**config.mk**
```make
export PLATFORM = sky130hd
export DESIGN_NAME = tiny_eth_mii_rx
export DESIGN_NICKNAME = d
export VERILOG_FILES = /design/src/rtl/tiny_eth_mii_rx.sv
export SDC_FILE = /design/constraint.sdc
export NUM_CORES = 1
export LEC_CHECK = 0
export ABC_AREA = 1
export CORE_MARGIN = 3
export CORE_UTILIZATION = 50
export CTS_BUF_LIST = sky130_fd_sc_hd__clkbuf_4
export CTS_CLUSTER_SIZE = 24
export DETAILED_ROUTE_END_ITERATION = 8
export PLACE_DENSITY = 0.72
export SETUP_SLACK_MARGIN = 0.1
export SYNTH_ARGS = -nofsm -noshare
export SYNTH_HDL_FRONTEND = slang
export SYNTH_SLANG_ARGS = --single-unit
```
**constraint.sdc**
```tcl
create_clock -name i_rx_clk -period 3.3 [get_ports i_rx_clk]
set_clock_uncertainty 0.2 [all_clocks]
set_input_delay 0.33 -clock i_rx_clk [delete_from_list [all_inputs] [get_ports i_rx_clk]]
set_output_delay 0.33 -clock i_rx_clk [all_outputs]
set_load 0.02 [all_outputs]
```
**src/rtl/tiny_eth_mii_rx.sv**
```systemverilog
// tiny_eth MII receive front end: preamble/SFD strip, nibble-to-byte
// assembly, FCS/length/alignment checks, registered byte stream out.
module tiny_eth_mii_rx #(
  parameter int MIN_FRAME_BYTES = 64,
  parameter int MAX_FRAME_BYTES = 1518
) (
  input  logic        i_rx_clk,
  input  logic        i_rst,
  input  logic [3:0]  i_rx_data,
  input  logic        i_rx_en,
  input  logic        i_rx_er,
  output logic [7:0]  o_m_data,
  output logic        o_m_valid,
  output logic        o_m_sof,
  output logic        o_m_eof,
  output logic        o_m_err_crc,
  output logic        o_m_err_len,
  output logic        o_m_err_align,
  output logic        o_m_err_rxer,
  output logic [10:0] o_m_frame_len
);

  localparam logic [31:0] CRC_POLY    = 32'hEDB88320;
  localparam logic [31:0] CRC_RESIDUE = 32'hDEBB20E3;
  localparam logic [10:0] LEN_MIN     = 11'(MIN_FRAME_BYTES);
  localparam logic [10:0] LEN_MAX     = 11'(MAX_FRAME_BYTES);
  localparam logic [10:0] LEN_OVF     = 11'(MAX_FRAME_BYTES + 1);

  typedef enum logic [1:0] {
    S_IDLE,
    S_PRE,
    S_DATA,
    S_DROP
  } state_t;

  function automatic logic [31:0] crc_byte(
    input logic [31:0] crc,
    input logic [7:0]  b
  );
    logic [31:0] c;
    c = crc ^ {24'd0, b};
    for (int i = 0; i < 8; i++) begin
      c = c[0] ? ((c >> 1) ^ CRC_POLY) : (c >> 1);
    end
    return c;
  endfunction

  logic [1:0]  r_rst_sync;
  logic        w_rst;

  state_t      r_state;
  logic [3:0]  r_low;
  logic        r_phase;
  logic [31:0] r_crc;
  logic [10:0] r_len;
  logic [7:0]  r_hold;
  logic        r_have;
  logic        r_first;
  logic        r_rxer;
  logic        r_ovf;

  logic [7:0]  w_byte;
  logic [31:0] w_crc_nx;
  logic [10:0] w_len_nx;
  logic        w_len_bad;

  // Reset asserts at once but releases only on a clock edge.
  always_ff @(posedge i_rx_clk or posedge i_rst) begin
    if (i_rst) r_rst_sync <= 2'b11;
    else       r_rst_sync <= {r_rst_sync[0], 1'b0};
  end

  assign w_rst     = r_rst_sync[1];
  assign w_byte    = {i_rx_data, r_low};
  assign w_crc_nx  = crc_byte(r_crc, w_byte);
  assign w_len_nx  = (r_len == 11'h7FF) ? r_len : r_len + 11'd1;
  assign w_len_bad = (r_len < LEN_MIN) || (r_len > LEN_MAX);

  always_ff @(posedge i_rx_clk or posedge w_rst) begin
    if (w_rst) begin
      r_state       <= S_DROP;
      r_low         <= 4'd0;
      r_phase       <= 1'b0;
      r_crc         <= 32'hFFFFFFFF;
      r_len         <= 11'd0;
      r_hold        <= 8'd0;
      r_have        <= 1'b0;
      r_first       <= 1'b0;
      r_rxer        <= 1'b0;
      r_ovf         <= 1'b0;
      o_m_data      <= 8'd0;
      o_m_valid     <= 1'b0;
      o_m_sof       <= 1'b0;
      o_m_eof       <= 1'b0;
      o_m_err_crc   <= 1'b0;
      o_m_err_len   <= 1'b0;
      o_m_err_align <= 1'b0;
      o_m_err_rxer  <= 1'b0;
      o_m_frame_len <= 11'd0;
    end else begin
      o_m_valid     <= 1'b0;
      o_m_sof       <= 1'b0;
      o_m_eof       <= 1'b0;
      o_m_err_crc   <= 1'b0;
      o_m_err_len   <= 1'b0;
      o_m_err_align <= 1'b0;
      o_m_err_rxer  <= 1'b0;
      o_m_frame_len <= 11'd0;
      case (r_state)
        S_DROP: begin
          if (!i_rx_en) r_state <= S_IDLE;
        end
        S_IDLE: begin
          if (i_rx_en) begin
            if (i_rx_data == 4'h5 && !i_rx_er) r_state <= S_PRE;
            else                               r_state <= S_DROP;
          end
        end
        S_PRE: begin
          if (!i_rx_en) begin
            r_state <= S_IDLE;
          end else if (i_rx_er) begin
            r_state <= S_DROP;
          end else if (i_rx_data == 4'h5) begin
            r_state <= S_PRE;
          end else if (i_rx_data == 4'hD) begin
            r_state <= S_DATA;
            r_crc   <= 32'hFFFFFFFF;
            r_len   <= 11'd0;
            r_phase <= 1'b0;
            r_rxer  <= 1'b0;
            r_have  <= 1'b0;
            r_ovf   <= 1'b0;
          end else begin
            r_state <= S_DROP;
          end
        end
        S_DATA: begin
          if (r_ovf) begin
            // Oversize: close the frame on the byte that crossed the limit.
            o_m_valid     <= 1'b1;
            o_m_data      <= r_hold;
            o_m_sof       <= r_first;
            o_m_eof       <= 1'b1;
            o_m_err_crc   <= (r_crc != CRC_RESIDUE);
            o_m_err_len   <= 1'b1;
            o_m_err_align <= r_phase;
            o_m_err_rxer  <= r_rxer;
            o_m_frame_len <= r_len;
            r_have        <= 1'b0;
            r_ovf         <= 1'b0;
            r_state       <= S_DROP;
          end else if (!i_rx_en) begin
            if (r_have) begin
              o_m_valid     <= 1'b1;
              o_m_data      <= r_hold;
              o_m_sof       <= r_first;
              o_m_eof       <= 1'b1;
              o_m_err_crc   <= (r_crc != CRC_RESIDUE);
              o_m_err_len   <= w_len_bad;
              o_m_err_align <= r_phase;
              o_m_err_rxer  <= r_rxer | i_rx_er;
              o_m_frame_len <= r_len;
            end
            r_have  <= 1'b0;
            r_phase <= 1'b0;
            r_state <= S_IDLE;
          end else begin
            if (i_rx_er) r_rxer <= 1'b1;
            if (!r_phase) begin
              r_low   <= i_rx_data;
              r_phase <= 1'b1;
            end else begin
              r_phase <= 1'b0;
              r_crc   <= w_crc_nx;
              r_len   <= w_len_nx;
              r_hold  <= w_byte;
              r_have  <= 1'b1;
              r_first <= !r_have;
              if (r_have) begin
                o_m_valid <= 1'b1;
                o_m_data  <= r_hold;
                o_m_sof   <= r_first;
              end
              if (w_len_nx == LEN_OVF) r_ovf <= 1'b1;
            end
          end
        end
        default: r_state <= S_DROP;
      endcase
    end
  end

endmodule

```
==> flow_metrics.py <==
metrics = {
    "outcome": {
        "outcome": "complete, no violations",
    },
    "cts": {
        "clk-insertion-delay-late_ns": 0.45,
        "clockBufferDepth": 2,
        "cts_setup_buffers": 0,
        "clk_pin_slew_ns": 0.14,
        "htreeDepth": 3,
        "cts-root-buf": "clkbuf_4",
        "cts_buffers": 9,
        "cts_sinks": 90,
        "cts_tree": "yes",
    },
    "timing": {
        "setup_ws_ns": 0.536,
        "hold_viol": 0,
        "setup_tns_ns": 0,
        "report.final.slew_viol_count": 0,
        "setup-violations-final": 0,
        "worst_pin_slew_ns": 0.717,
        "rsz0062_at_grt": "false",
        "relSlewSlack_pct": 52.1,
        "fin_crit_ns": 2.76,
        "period_share_pct": 83.8,
        "fmax_mhz": 362,
    },
    "drt": {
        "wl_per_cell_microns": 14.3,
        "drt-vias-per-instance": 5.15,
        "first_pass_iters": 5,
        "vias": 4329,
        "final_antenna_net_count": 0,
        "drt_iter0_drc": 341,
        "drt_wl_total_microns": 12000,
        "drcViolationCount": 0,
    },
    "yosys": {
        "yosys-top-cells-count": "nand2_1, inv_1, dfrtp_1, nand3_1, nor2_1",
        "syn-cell-area_sq_um": 5140,
        "synth_seq_area_share_pct": 44.7,
        "synthCells": 663,
        "ys_ff_latch": 90,
        "synthArstFlopShare_pct": 100,
        "synth_area_leader_cell": "dfrtp_1",
        "yosysUniqueCellTypes": 38,
        "yosysTopAreaCellShare_pct": 26.3,
        "syn_area_per_cell_sq_um": 7.75,
        "synth_edf_count": 0,
        "yosysMostFrequentCell": "nand2_1",
        "yosysWarnings": 0,
        "synth_area_leaders": "dfrtp_1, dfstp_2, nand2_1",
        "syn-num-nets": 676,
        "synthFlopType": "dfrtp_1",
    },
    "hold_path": {
        "min_path_type": "flip-flop to async pin",
    },
    "global_routing": {
        "grt_antenna_before_repair": 0,
        "grt_first_pass_wirelength_microns": 20400,
        "grt-ovfl-total": 0,
        "gr-usage-all-layers_pct": 22.3,
        "grt_max_degree": 48,
        "grt_pass1_vias": 4177,
    },
    "floorplanning": {
        "core_sq_um": 9860,
        "fp.dieW_microns": 107,
        "rows": 36,
        "io_pins": 34,
        "dieHeight_microns": 107,
        "die_area_sq_um": 11500,
        "start_util_pct": 52.1,
    },
    "setup_path": {
        "cp-start-kind": "flip-flop",
        "critPathKind": "flip-flop to flip-flop",
        "cp_slowest_cell": "dfstp_2",
        "cp.arrival_ns": 2.94,
        "crit_fanout": 20,
        "crit_required_ns": 3.47,
        "cp_top_family": "simple AND/OR/NAND/NOR gates",
        "path_buf_inv": 2,
        "worstPathCellList": "ha_1, nand3_1, nor2_1, inv_2, nor2_4, buf_4, nand2_1, o21ai_0",
        "slowest_delay_ns": 0.58,
        "endpoint_kind": "flip-flop",
    },
    "placement": {
        "placed_cells": 823,
        "post-dp-hpwl_microns": 8900,
        "globalplace.congestion": 0.921,
        "pre_cts_ws_ns": 0.557,
        "port-buffer-count": 33,
        "dpl_cell_area_sq_um": 5590,
    },
    "layout": {
        "diodes": 0,
        "nets": 715,
        "layout-drive-gt1-share_pct": 14.0,
        "final_util_pct": 58.2,
        "final_cells": 840,
        "design_area_sq_um": 5740,
        "fillCellCount": 901,
        "area_delta_synth_final_pct": 11.7,
    },
    "pwr": {
        "p_sw_w": 0.00218,
        "comb_power_share_pct": 51.9,
        "leakagePower_nw": 2.86,
        "p_seq_share_pct": 34.8,
        "irDropWorstVdd_uv": 417,
        "p_int_w": 0.00244,
        "pwr_density_cell_nw_per_um2": 805,
        "swShare_pct": 47.3,
        "pwr-share-clk_pct": 13.3,
    },
    "flow_run": {
        "maxCapViolCount": 0,
    },
}
## final cells by class
class | count | area, sq um | share of cell area (%)
clock buffers | 9 | 67.6 | 1.18
clock inverters | 7 | 68.8 | 1.20
inverters | 81 | 305 | 5.32
multi-input cells | 482 | 2450 | 42.7
flip-flops and latches | 90 | 2300 | 40.0
well taps | 133 | 166 | 2.90
repair buffers | 38 | 383 | 6.67
## path summary, 6_finish.rpt
check | startpoint | to | slack [ns] | depth (start not counted)
worst min-delay path | r_rst_sync[1] | r_phase | 0.16 | 1
max in group asynchronous | r_rst_sync[1] | r_crc[2] | 2.01 | 2
worst min register to register | r_rst_sync[1] | r_phase | 0.16 | 1
min in group i_rx_clk | r_rst_sync[0] | r_rst_sync[1] | 0.17 | 0
worst max-delay path | r_state[1] | r_len[8] | 0.54 | 8
worst max register to register | r_state[1] | r_len[8] | 0.54 | 8
## metrics by stage
step           power (W)  hold slack (ns)
3_3_place_gp     0.00394            0.149
5_1_grt          0.00503            0.176
3_5_place_dp     0.00400            0.150
2_1_floorplan    0.00346           0.0415
4_1_cts          0.00462            0.170
6_report         0.00462            0.156
## registers in the layout, indices dropped and copies added (netlist names), 2 cells and up
name,count
r_low,4
r_rst_sync,2
r_len,11
r_state,2
o_m_frame_len,11
r_hold,8
r_crc,32
o_m_data,8
## what timing repair did
action,4_1_cts,5_1_grt
resized for setup,0,0
hold endpoints to repair,2,0
hold buffers,1,0
## power by group through the flow
stage / Clock [W] / Combinational, W / Sequential, W
floorplan: 0 / 0.00185 / 0.00161
global placement: 0 / 0.00232 / 0.00162
detailed placement: 0 / 0.00238 / 0.00163
CTS: 0.000632 / 0.00239 / 0.00160
global route: 0.000683 / 0.00270 / 0.00164
finish: 0.000616 / 0.00240 / 0.00161
## cell families after synthesis
logic type	Yosys count	share of synthesized area, %
adders and majority gates	5	1.22
and+or+nand+nor	366	30.5
buffers and inverters	91	7.55
other	1	0.0730
xor gates and xnor gates	42	7.45
DFF	90	44.7
AOI/OAI and AO/OA	68	8.45
## layer usage
layer	share of wire (%)	global-route usage (%)
met5	0	0
met4	1.6	6.31
met3	5.2	4.38
met2	47	36.1
met1	46	30.7
## layout by cell type, fill, tap and decap left out, types with 2 or more instances in the layout
cell | synthesis | layout
nand2_1 | 240 | 240
inv_1 | 70 | 69
dfrtp_1 | 54 | 54
nand3_1 | 47 | 47
nor2_1 | 38 | 38
xor2_1 | 36 | 36
dfstp_2 | 36 | 36
clkdlybuf4s50_1 | 0 | 33
o21ai_0 | 31 | 31
nand2_2 | 12 | 12
nand4_1 | 12 | 12
inv_2 | 11 | 11
a21oi_1 | 11 | 11
o21ai_1 | 9 | 9
clkbuf_4 | 0 | 9
a22oi_2 | 7 | 7
ha_1 | 5 | 5
nor2_4 | 4 | 4
xnor2_1 | 4 | 4
nor4_1 | 3 | 3
o22ai_1 | 3 | 3
buf_4 | 4 | 3
or2_1 | 2 | 2
nand2_4 | 2 | 2
or2_2 | 2 | 2
nor3_1 | 2 | 2
clkinv_2 | 0 | 2
o211ai_1 | 2 | 2
clkinv_1 | 0 | 2
clkinv_4 | 0 | 2
Power figures use the tool's default switching activity.
